--- config.mk ---
export PLATFORM = sky130hd
export DESIGN_NAME = zap_game_engine
export DESIGN_NICKNAME = d
export VERILOG_FILES = /design/src/rtl/zap_game_engine.sv
export SDC_FILE = /design/constraint.sdc
export NUM_CORES = 1
export LEC_CHECK = 0
export CELL_PAD_IN_SITES_DETAIL_PLACEMENT = 1
export CELL_PAD_IN_SITES_GLOBAL_PLACEMENT = 2
export CORE_ASPECT_RATIO = 0.9
export CORE_UTILIZATION = 34
export DETAILED_ROUTE_END_ITERATION = 10
export PLACE_DENSITY_LB_ADDON = 0.12
export SYNTH_ARGS = -nofsm -noshare
export SYNTH_HDL_FRONTEND = slang
export SYNTH_SLANG_ARGS = --single-unit
--- constraint.sdc ---
create_clock -name clk -period 2.87 [get_ports clk]
set_input_delay 0.861 -clock clk [delete_from_list [all_inputs] [get_ports clk]]
set_output_delay 0.861 -clock clk [all_outputs]
set_load 0.01 [all_outputs]
--- src/rtl/zap_game_engine.sv ---
// RoboZap rule engine: validates UART command words, applies zaps to the
// per-player switch table and lives, and returns one status byte per command.

module zap_player #(
    parameter int SW_W  = 3,
    parameter int LIVES = 3,
    parameter int LW    = 2
) (
    input  logic                 clk,
    input  logic                 rst,
    input  logic                 zap,
    input  logic [SW_W-1:0]      sw,
    output logic [2**SW_W-1:0]   row,
    output logic [LW-1:0]        lives
);
    // A kill ends the game, so lives is never decremented below zero.
    always_ff @(posedge clk or negedge rst) begin
        if (!rst) begin
            row   <= '1;
            lives <= LW'(LIVES);
        end else if (zap && row[sw]) begin
            row[sw] <= 1'b0;
            if (lives != '0) lives <= lives - LW'(1);
        end
    end
endmodule

module zap_game_engine #(
    parameter int TURN_W    = 3,
    parameter int SW_W      = 3,
    parameter int TGT_W     = 1,
    parameter int N_PLAYERS = 2,
    parameter int LIVES     = 3,
    localparam int CMD_W    = 1 + TURN_W + SW_W + TGT_W,
    localparam int LW       = $clog2(LIVES + 1)
) (
    input  logic                          clk,
    input  logic                          rst,
    input  logic [CMD_W-1:0]              rx_data,
    input  logic                          rx_valid,
    output logic                          rx_ready,
    output logic [7:0]                    tx_data,
    output logic                          tx_valid,
    input  logic                          tx_ready,
    output logic [N_PLAYERS*2**SW_W-1:0]  gtable_out,
    output logic [N_PLAYERS*LW-1:0]       lives_out,
    output logic                          game_over,
    output logic [TGT_W-1:0]              winner
);
    localparam int NSW = 2**SW_W;
    localparam logic [TGT_W:0]   NP   = (TGT_W+1)'(N_PLAYERS);
    localparam logic [TGT_W-1:0] LAST = TGT_W'(N_PLAYERS - 1);

    localparam logic [2:0] ST_MISS = 3'b000;
    localparam logic [2:0] ST_HIT  = 3'b001;
    localparam logic [2:0] ST_KILL = 3'b010;
    localparam logic [2:0] ST_PAR  = 3'b100;
    localparam logic [2:0] ST_TURN = 3'b101;
    localparam logic [2:0] ST_TGT  = 3'b110;
    localparam logic [2:0] ST_OVER = 3'b111;

    typedef enum logic [2:0] {IDLE, CHECK, APPLY, RESP, OVER} state_e;

    typedef struct packed {
        logic [TGT_W-1:0]  tgt;
        logic [SW_W-1:0]   sw;
        logic [TURN_W-1:0] turn;
        logic              par;
    } cmd_t;

    state_e state, state_nx;
    cmd_t   cmd_q;
    logic   err_q;
    logic [2:0] status_q;
    logic [TURN_W-1:0] exp_turn;
    logic [TGT_W-1:0]  shooter;

    logic [N_PLAYERS-1:0][NSW-1:0] gt;
    logic [N_PLAYERS-1:0][LW-1:0]  lv_arr;
    logic [N_PLAYERS-1:0]          zap;

    logic       chk_err;
    logic [2:0] chk_st;
    logic [NSW-1:0] tgt_row;
    logic [LW-1:0]  tgt_lv;
    logic [2:0]     ap_st;
    logic [LW-1:0]  ap_lv;
    logic           go_over;

    zap_player #(.SW_W(SW_W), .LIVES(LIVES), .LW(LW)) u_pl [N_PLAYERS-1:0] (
        .clk   (clk),
        .rst   (rst),
        .zap   (zap),
        .sw    (cmd_q.sw),
        .row   (gt),
        .lives (lv_arr)
    );

    assign gtable_out = gt;
    assign lives_out  = lv_arr;
    assign go_over    = game_over || (tx_data[7:5] == ST_KILL);

    always_ff @(posedge clk or negedge rst) begin
        if (!rst) state <= IDLE;
        else      state <= state_nx;
    end

    always_comb begin
        state_nx = state;
        case (state)
            IDLE:    if (rx_valid) state_nx = CHECK;
            CHECK:   state_nx = APPLY;
            APPLY:   state_nx = RESP;
            RESP:    if (tx_ready) state_nx = go_over ? OVER : IDLE;
            OVER:    if (rx_valid) state_nx = RESP;
            default: state_nx = IDLE;
        endcase
    end

    always_comb begin
        rx_ready = (state == IDLE) || (state == OVER);
        tx_valid = (state == RESP);
    end

    // Errors are checked in priority order: parity, turn, target.
    always_comb begin
        chk_err = 1'b1;
        chk_st  = ST_MISS;
        if (^cmd_q)                                         chk_st = ST_PAR;
        else if (cmd_q.turn != exp_turn)                    chk_st = ST_TURN;
        else if ({1'b0, cmd_q.tgt} >= NP || cmd_q.tgt == shooter) chk_st = ST_TGT;
        else                                                chk_err = 1'b0;
    end

    always_comb begin
        tgt_row = '0;
        tgt_lv  = '0;
        zap     = '0;
        for (int p = 0; p < N_PLAYERS; p++) begin
            if (cmd_q.tgt == TGT_W'(p)) begin
                tgt_row = gt[p];
                tgt_lv  = lv_arr[p];
                zap[p]  = (state == APPLY) && !err_q;
            end
        end
    end

    always_comb begin
        ap_st = status_q;
        ap_lv = '0;
        if (!err_q) begin
            if (tgt_row[cmd_q.sw]) begin
                ap_lv = tgt_lv - LW'(1);
                ap_st = (ap_lv == '0) ? ST_KILL : ST_HIT;
            end else begin
                ap_lv = tgt_lv;
                ap_st = ST_MISS;
            end
        end
    end

    always_ff @(posedge clk or negedge rst) begin
        if (!rst) begin
            cmd_q     <= '0;
            err_q     <= 1'b0;
            status_q  <= '0;
            exp_turn  <= '0;
            shooter   <= '0;
            tx_data   <= '0;
            game_over <= 1'b0;
            winner    <= '0;
        end else begin
            case (state)
                IDLE: if (rx_valid) cmd_q <= rx_data;
                CHECK: begin
                    err_q    <= chk_err;
                    status_q <= chk_st;
                end
                APPLY: begin
                    tx_data <= {ap_st, 5'(ap_lv)};
                    if (!err_q) begin
                        exp_turn <= exp_turn + TURN_W'(1);
                        shooter  <= (shooter == LAST) ? '0 : shooter + TGT_W'(1);
                        if (ap_st == ST_KILL) winner <= shooter;
                    end
                end
                RESP: if (tx_ready && go_over) game_over <= 1'b1;
                OVER: if (rx_valid) tx_data <= {ST_OVER, 5'b0};
                default: ;
            endcase
        end
    end
endmodule

==> impl_results.html <==
<table>
<tr><th>Metric</th><th>Value</th></tr>
<tr><th colspan="2">Timing</th></tr>
<tr><td>Pin slew with the least headroom to its limit</td><td>0.8603 ns</td></tr>
<tr><td>Maximum clock skew at final layout</td><td>0.006921 ns</td></tr>
<tr><td>Final setup violating endpoints</td><td>0</td></tr>
<tr><td>Peak Freq</td><td>399.0 MHz</td></tr>
<tr><td>Slew Viols, Final</td><td>0</td></tr>
<tr><td>Final worst path period need</td><td>2.506 ns</td></tr>
<tr><td>Worst slack on hold paths</td><td>0.4740 ns</td></tr>
<tr><td>Summed negative setup slack over all endpoints</td><td>0 ns</td></tr>
<tr><td>RSZ-0062 raised after global routing</td><td>no</td></tr>
<tr><td>Portion of the clock cycle consumed by the worst path in the final layout</td><td>87.33%</td></tr>
<tr><td>Worst slew margin</td><td>42.64%</td></tr>
<tr><td>Final hold viol count</td><td>0</td></tr>
<tr><th colspan="2">Cells and area</th></tr>
<tr><td># fillers</td><td>754</td></tr>
<tr><td>Final Cell Area</td><td>2980 µm²</td></tr>
<tr><td>Sequential cell area</td><td>1151 µm²</td></tr>
<tr><td>Area delta synth-&gt;final</td><td>22.47%</td></tr>
<tr><td># nets final</td><td>273</td></tr>
<tr><td>Share of final-layout standard cells stronger than drive strength 1</td><td>22.09%</td></tr>
<tr><td>Combined area of the multi-input logic cells</td><td>1134 µm²</td></tr>
<tr><td>Antenna Cells</td><td>0</td></tr>
<tr><th colspan="2">Critical path</th></tr>
<tr><td>Number of gates on the worst path with buffers counted</td><td>2</td></tr>
<tr><td>Critical path launch point</td><td>state[0]</td></tr>
<tr><td>Cell family contributing the most delay on the critical path</td><td>buffers and inverters</td></tr>
<tr><td>End of the worst register-to-register path</td><td>winner</td></tr>
<tr><td>Crit. End Element</td><td>output port</td></tr>
<tr><td>CP Cell Sequence</td><td>nor2_1 &gt; clkdlybuf4s50_1</td></tr>
<tr><td>R2R depth</td><td>5</td></tr>
<tr><td>Count of buffer and inverter cells on the critical path</td><td>1</td></tr>
<tr><td>Crit path arrival time</td><td>1.65 ns</td></tr>
<tr><td>Crit path kind</td><td>flip-flop to output port</td></tr>
<tr><td>FF-to-FF Start</td><td>cmd_q[7]</td></tr>
<tr><td>Master of the slowest instance on the critical path</td><td>clkdlybuf4s50_1</td></tr>
<tr><td>Critical Path Max Stage Delay</td><td>0.59 ns</td></tr>
<tr><td>Endpoint of the worst setup timing path</td><td>rx_ready</td></tr>
<tr><td>Critical path launch point type</td><td>flip-flop</td></tr>
<tr><td>Slack of the worst reg-to-reg path</td><td>0.43 ns</td></tr>
<tr><td>Required time worst endpoint</td><td>2.01 ns</td></tr>
<tr><td>CP max FO</td><td>8</td></tr>
<tr><th colspan="2">Logic synthesis</th></tr>
<tr><td>Number of enable flip-flop cells after synthesis</td><td>0</td></tr>
<tr><td>Number of instances in the synthesized netlist</td><td>218</td></tr>
<tr><td>Post-Syn Area</td><td>2434 µm²</td></tr>
<tr><td>Flop and latch count out of synthesis</td><td>45</td></tr>
<tr><td>Top area cells in the synthesized netlist</td><td>dfrtp_1 26%, dfstp_2 22%, xnor2_1 5.8%</td></tr>
<tr><td>Cell type with the largest total area after synthesis</td><td>dfrtp_1</td></tr>
<tr><td>Async set-reset flop share out of synthesis</td><td>100.0%</td></tr>
<tr><td>Most used flip-flop cell after synthesis</td><td>dfrtp_1</td></tr>
<tr><td>Proportion of synthesized chip area in sequential cells</td><td>47.30%</td></tr>
<tr><td>Mean instance size in the synthesized netlist</td><td>11.16 µm²</td></tr>
<tr><td>Number of warning messages in the yosys log</td><td>0</td></tr>
<tr><td>Distinct cells, synth</td><td>49</td></tr>
<tr><td>Area share of the largest cell type after synthesis</td><td>25.71%</td></tr>
<tr><th colspan="2">Hold path</th></tr>
<tr><td>Launch instance of the worst min-delay path</td><td>u_pl[1].row[7]</td></tr>
<tr><td>Class of the worst hold path</td><td>flip-flop to flip-flop</td></tr>
<tr><td>Cell depth of the worst hold path</td><td>2</td></tr>
<tr><th colspan="2">Placed design</th></tr>
<tr><td>Gp weighted congestion</td><td>0.7416</td></tr>
<tr><td>Post-DP HPWL</td><td>4070 µm</td></tr>
<tr><td>Number of port buffers</td><td>40</td></tr>
<tr><td>Placed instance area</td><td>2879 µm²</td></tr>
<tr><th colspan="2">Floorplanning</th></tr>
<tr><td>Floorplan row count</td><td>28</td></tr>
<tr><td>Starting density of the core</td><td>35.99%</td></tr>
<tr><td>Die area</td><td>7500 µm²</td></tr>
<tr><td>Die outline height</td><td>82.26 µm</td></tr>
<tr><td>Core area</td><td>6761 µm²</td></tr>
<tr><td>Floorplan die width</td><td>91.18 µm</td></tr>
<tr><td>Io pins</td><td>44</td></tr>
<tr><th colspan="2">GRT</th></tr>
<tr><td>Maximum number of pins on one net before global-route repair</td><td>38</td></tr>
<tr><td>Aggregate global-route resource usage</td><td>16.49%</td></tr>
<tr><td>First-pass GRT wire length</td><td>9446 µm</td></tr>
<tr><td>Total gr overflow</td><td>0</td></tr>
<tr><td>Vias in the first global route</td><td>1801</td></tr>
<tr><td>Initial antenna violation count</td><td>0</td></tr>
<tr><th colspan="2">CTS</th></tr>
<tr><td>Clock root cell</td><td>clkbuf_8</td></tr>
<tr><td>Clock transition at the register clock pins on the worst setup and hold paths after CTS</td><td>0.09 ns</td></tr>
<tr><td>Number of buffers created by CTS</td><td>5</td></tr>
<tr><td>Sink count of the clock tree</td><td>45</td></tr>
<tr><td>Clock Path Buffers</td><td>2</td></tr>
<tr><td>Count of cells resized by post-cts repair</td><td>0</td></tr>
<tr><td>Clock tree from TritonCTS</td><td>built</td></tr>
<tr><td>H-tree lvl count</td><td>2</td></tr>
<tr><td>Setup Buffers After CTS</td><td>0</td></tr>
<tr><td>Number of hold buffers added after CTS</td><td>0</td></tr>
<tr><td>Skew-Pair Late Insertion Delay</td><td>0.30 ns</td></tr>
<tr><th colspan="2">Power</th></tr>
<tr><td>Worst IR drop on VDD</td><td>0.3613 mV</td></tr>
<tr><td>Overall Power</td><td>2.508 mW</td></tr>
<tr><td>Static Leakage</td><td>1.113 nW</td></tr>
<tr><td>Power density normalized to cell area</td><td>841.6 nW/µm²</td></tr>
<tr><th colspan="2">Detailed routing</th></tr>
<tr><td>Number of optimization iterations in the first detailed-route pass</td><td>4</td></tr>
<tr><td>WL/cell</td><td>16.10 µm</td></tr>
<tr><td>Violation count after the first detailed-route iteration</td><td>56</td></tr>
<tr><td>Post-Route WL</td><td>5604 µm</td></tr>
<tr><td>Post-route DRC</td><td>0</td></tr>
<tr><td>Number of nets still failing antenna checks after routing</td><td>0</td></tr>
<tr><td>Via count</td><td>1755</td></tr>
<tr><td>Number of vias per cell after detailed routing</td><td>5.043</td></tr>
<tr><th colspan="2">Outcome</th></tr>
<tr><td>Run status</td><td>finished, final reports clean</td></tr>
<tr><th colspan="2">Flow run</th></tr>
<tr><td># Max-Cap Violations</td><td>0</td></tr>
</table>
==> sequential cells by signal, summed over array words and instances (netlist names) <==
register,cells
cmd_q,8
err_q,1
exp_turn,3
game_over,1
shooter,1
state,3
status_q,2
tx_data,5
u_pl.lives,4
u_pl.row,16
winner,1
==> Yosys cell counts, types with 2 or more instances <==
cell,count
nand3b_1,5
nand2_1,14
nor2_1,13
o32ai_1,2
or3b_2,4
a31oi_1,2
dfstp_2,20
buf_4,5
nor3_1,4
mux2i_1,12
xnor2_1,16
buf_2,5
o22ai_1,4
or3_1,2
buf_6,4
nor2b_1,2
ha_1,4
clkbuf_1,2
nand2b_1,4
a21boi_0,6
nor3b_1,2
dfrtp_1,25
o21a_1,9
inv_1,11
mux2_2,11
o21ai_0,5
nand3_1,3
==> layout make-up <==
cell class	count	share of cell area, %
clock inverter	1	0.1679
inverter	11	1.385
timing repair buffer	46	14.78
tap	90	3.778
clock buffer	7	3.233
sequential	45	38.62
multi-input combinational	148	38.04
==> stage by stage <==
stage               setup WS, ns  std cells  util, %
floorplan                 0.8006        220        -
global placement          0.4019        340    42.58
detailed placement        0.4056        340    42.58
CTS                       0.3786        348    44.08
global route              0.1659        348    44.08
finish                    0.3637        348    44.08
==> report_power, final <==
part | total (mW) | internal, mW | switching [mW]
sequential | 1.09 | 0.783 | 0.309
combinational | 0.975 | 0.526 | 0.449
clock | 0.441 | 0.218 | 0.223
==> worst min-delay path by stage <==
stage	endpoint
final	u_pl[1].row[7]
after global routing	u_pl[0].row[3]
after CTS	u_pl[1].row[7]
after detailed placement	u_pl[1].row[7]
after global placement	u_pl[1].row[4]
after floorplan	status_q[0]
==> cells in the final DEF (no fill, tap or decap), drive strengths merged, types with 3 or more instances in the layout <==
cell	instances
o21a	9
nor3	4
o22ai	4
or3b	4
mux2i	12
nand3	3
xnor2	16
ha	4
a21boi	6
clkbuf	7
clkdlybuf4s50	39
inv	11
nand2	14
nand2b	5
nor2	14
conb	3
o21ai	5
dfrtp	25
or3	3
mux2	11
nand3b	5
dfstp	20
buf	7
==> per-layer routing <==
layer	vias to the layer above	track usage [%]	part of all wire, %
met1	868	23.58	53
met2	42	25.15	42
met4	0	6.032	1.4
met5	-	0	0
li1	836	-	-
met3	9	2.930	3.7
==> cell families (layout without fill, tap and decap cells) <==
| logic type | Yosys count | in the layout | share of synthesized area (%) |
|---|---|---|---|
| buf+inv | 27 | 65 | 6.427 |
| compound gates | 40 | 40 | 12.80 |
| fa+ha+maj | 4 | 4 | 2.057 |
| flops | 45 | 45 | 47.30 |
| other cells | 1 | 3 | 0.1541 |
| xor+xnor | 17 | 17 | 6.118 |
| simple gates | 60 | 60 | 14.19 |
| mux | 24 | 24 | 10.95 |
==> worst register-to-register path: stages (launching register included) <==
cell and delay, ns:
dfrtp_1 0.81, mux2i_1 0.30, o22ai_1 0.09, nor4_1 0.72
nor2_1 0.13, mux2_2 0.30
(Power assumes the default switching activity.)
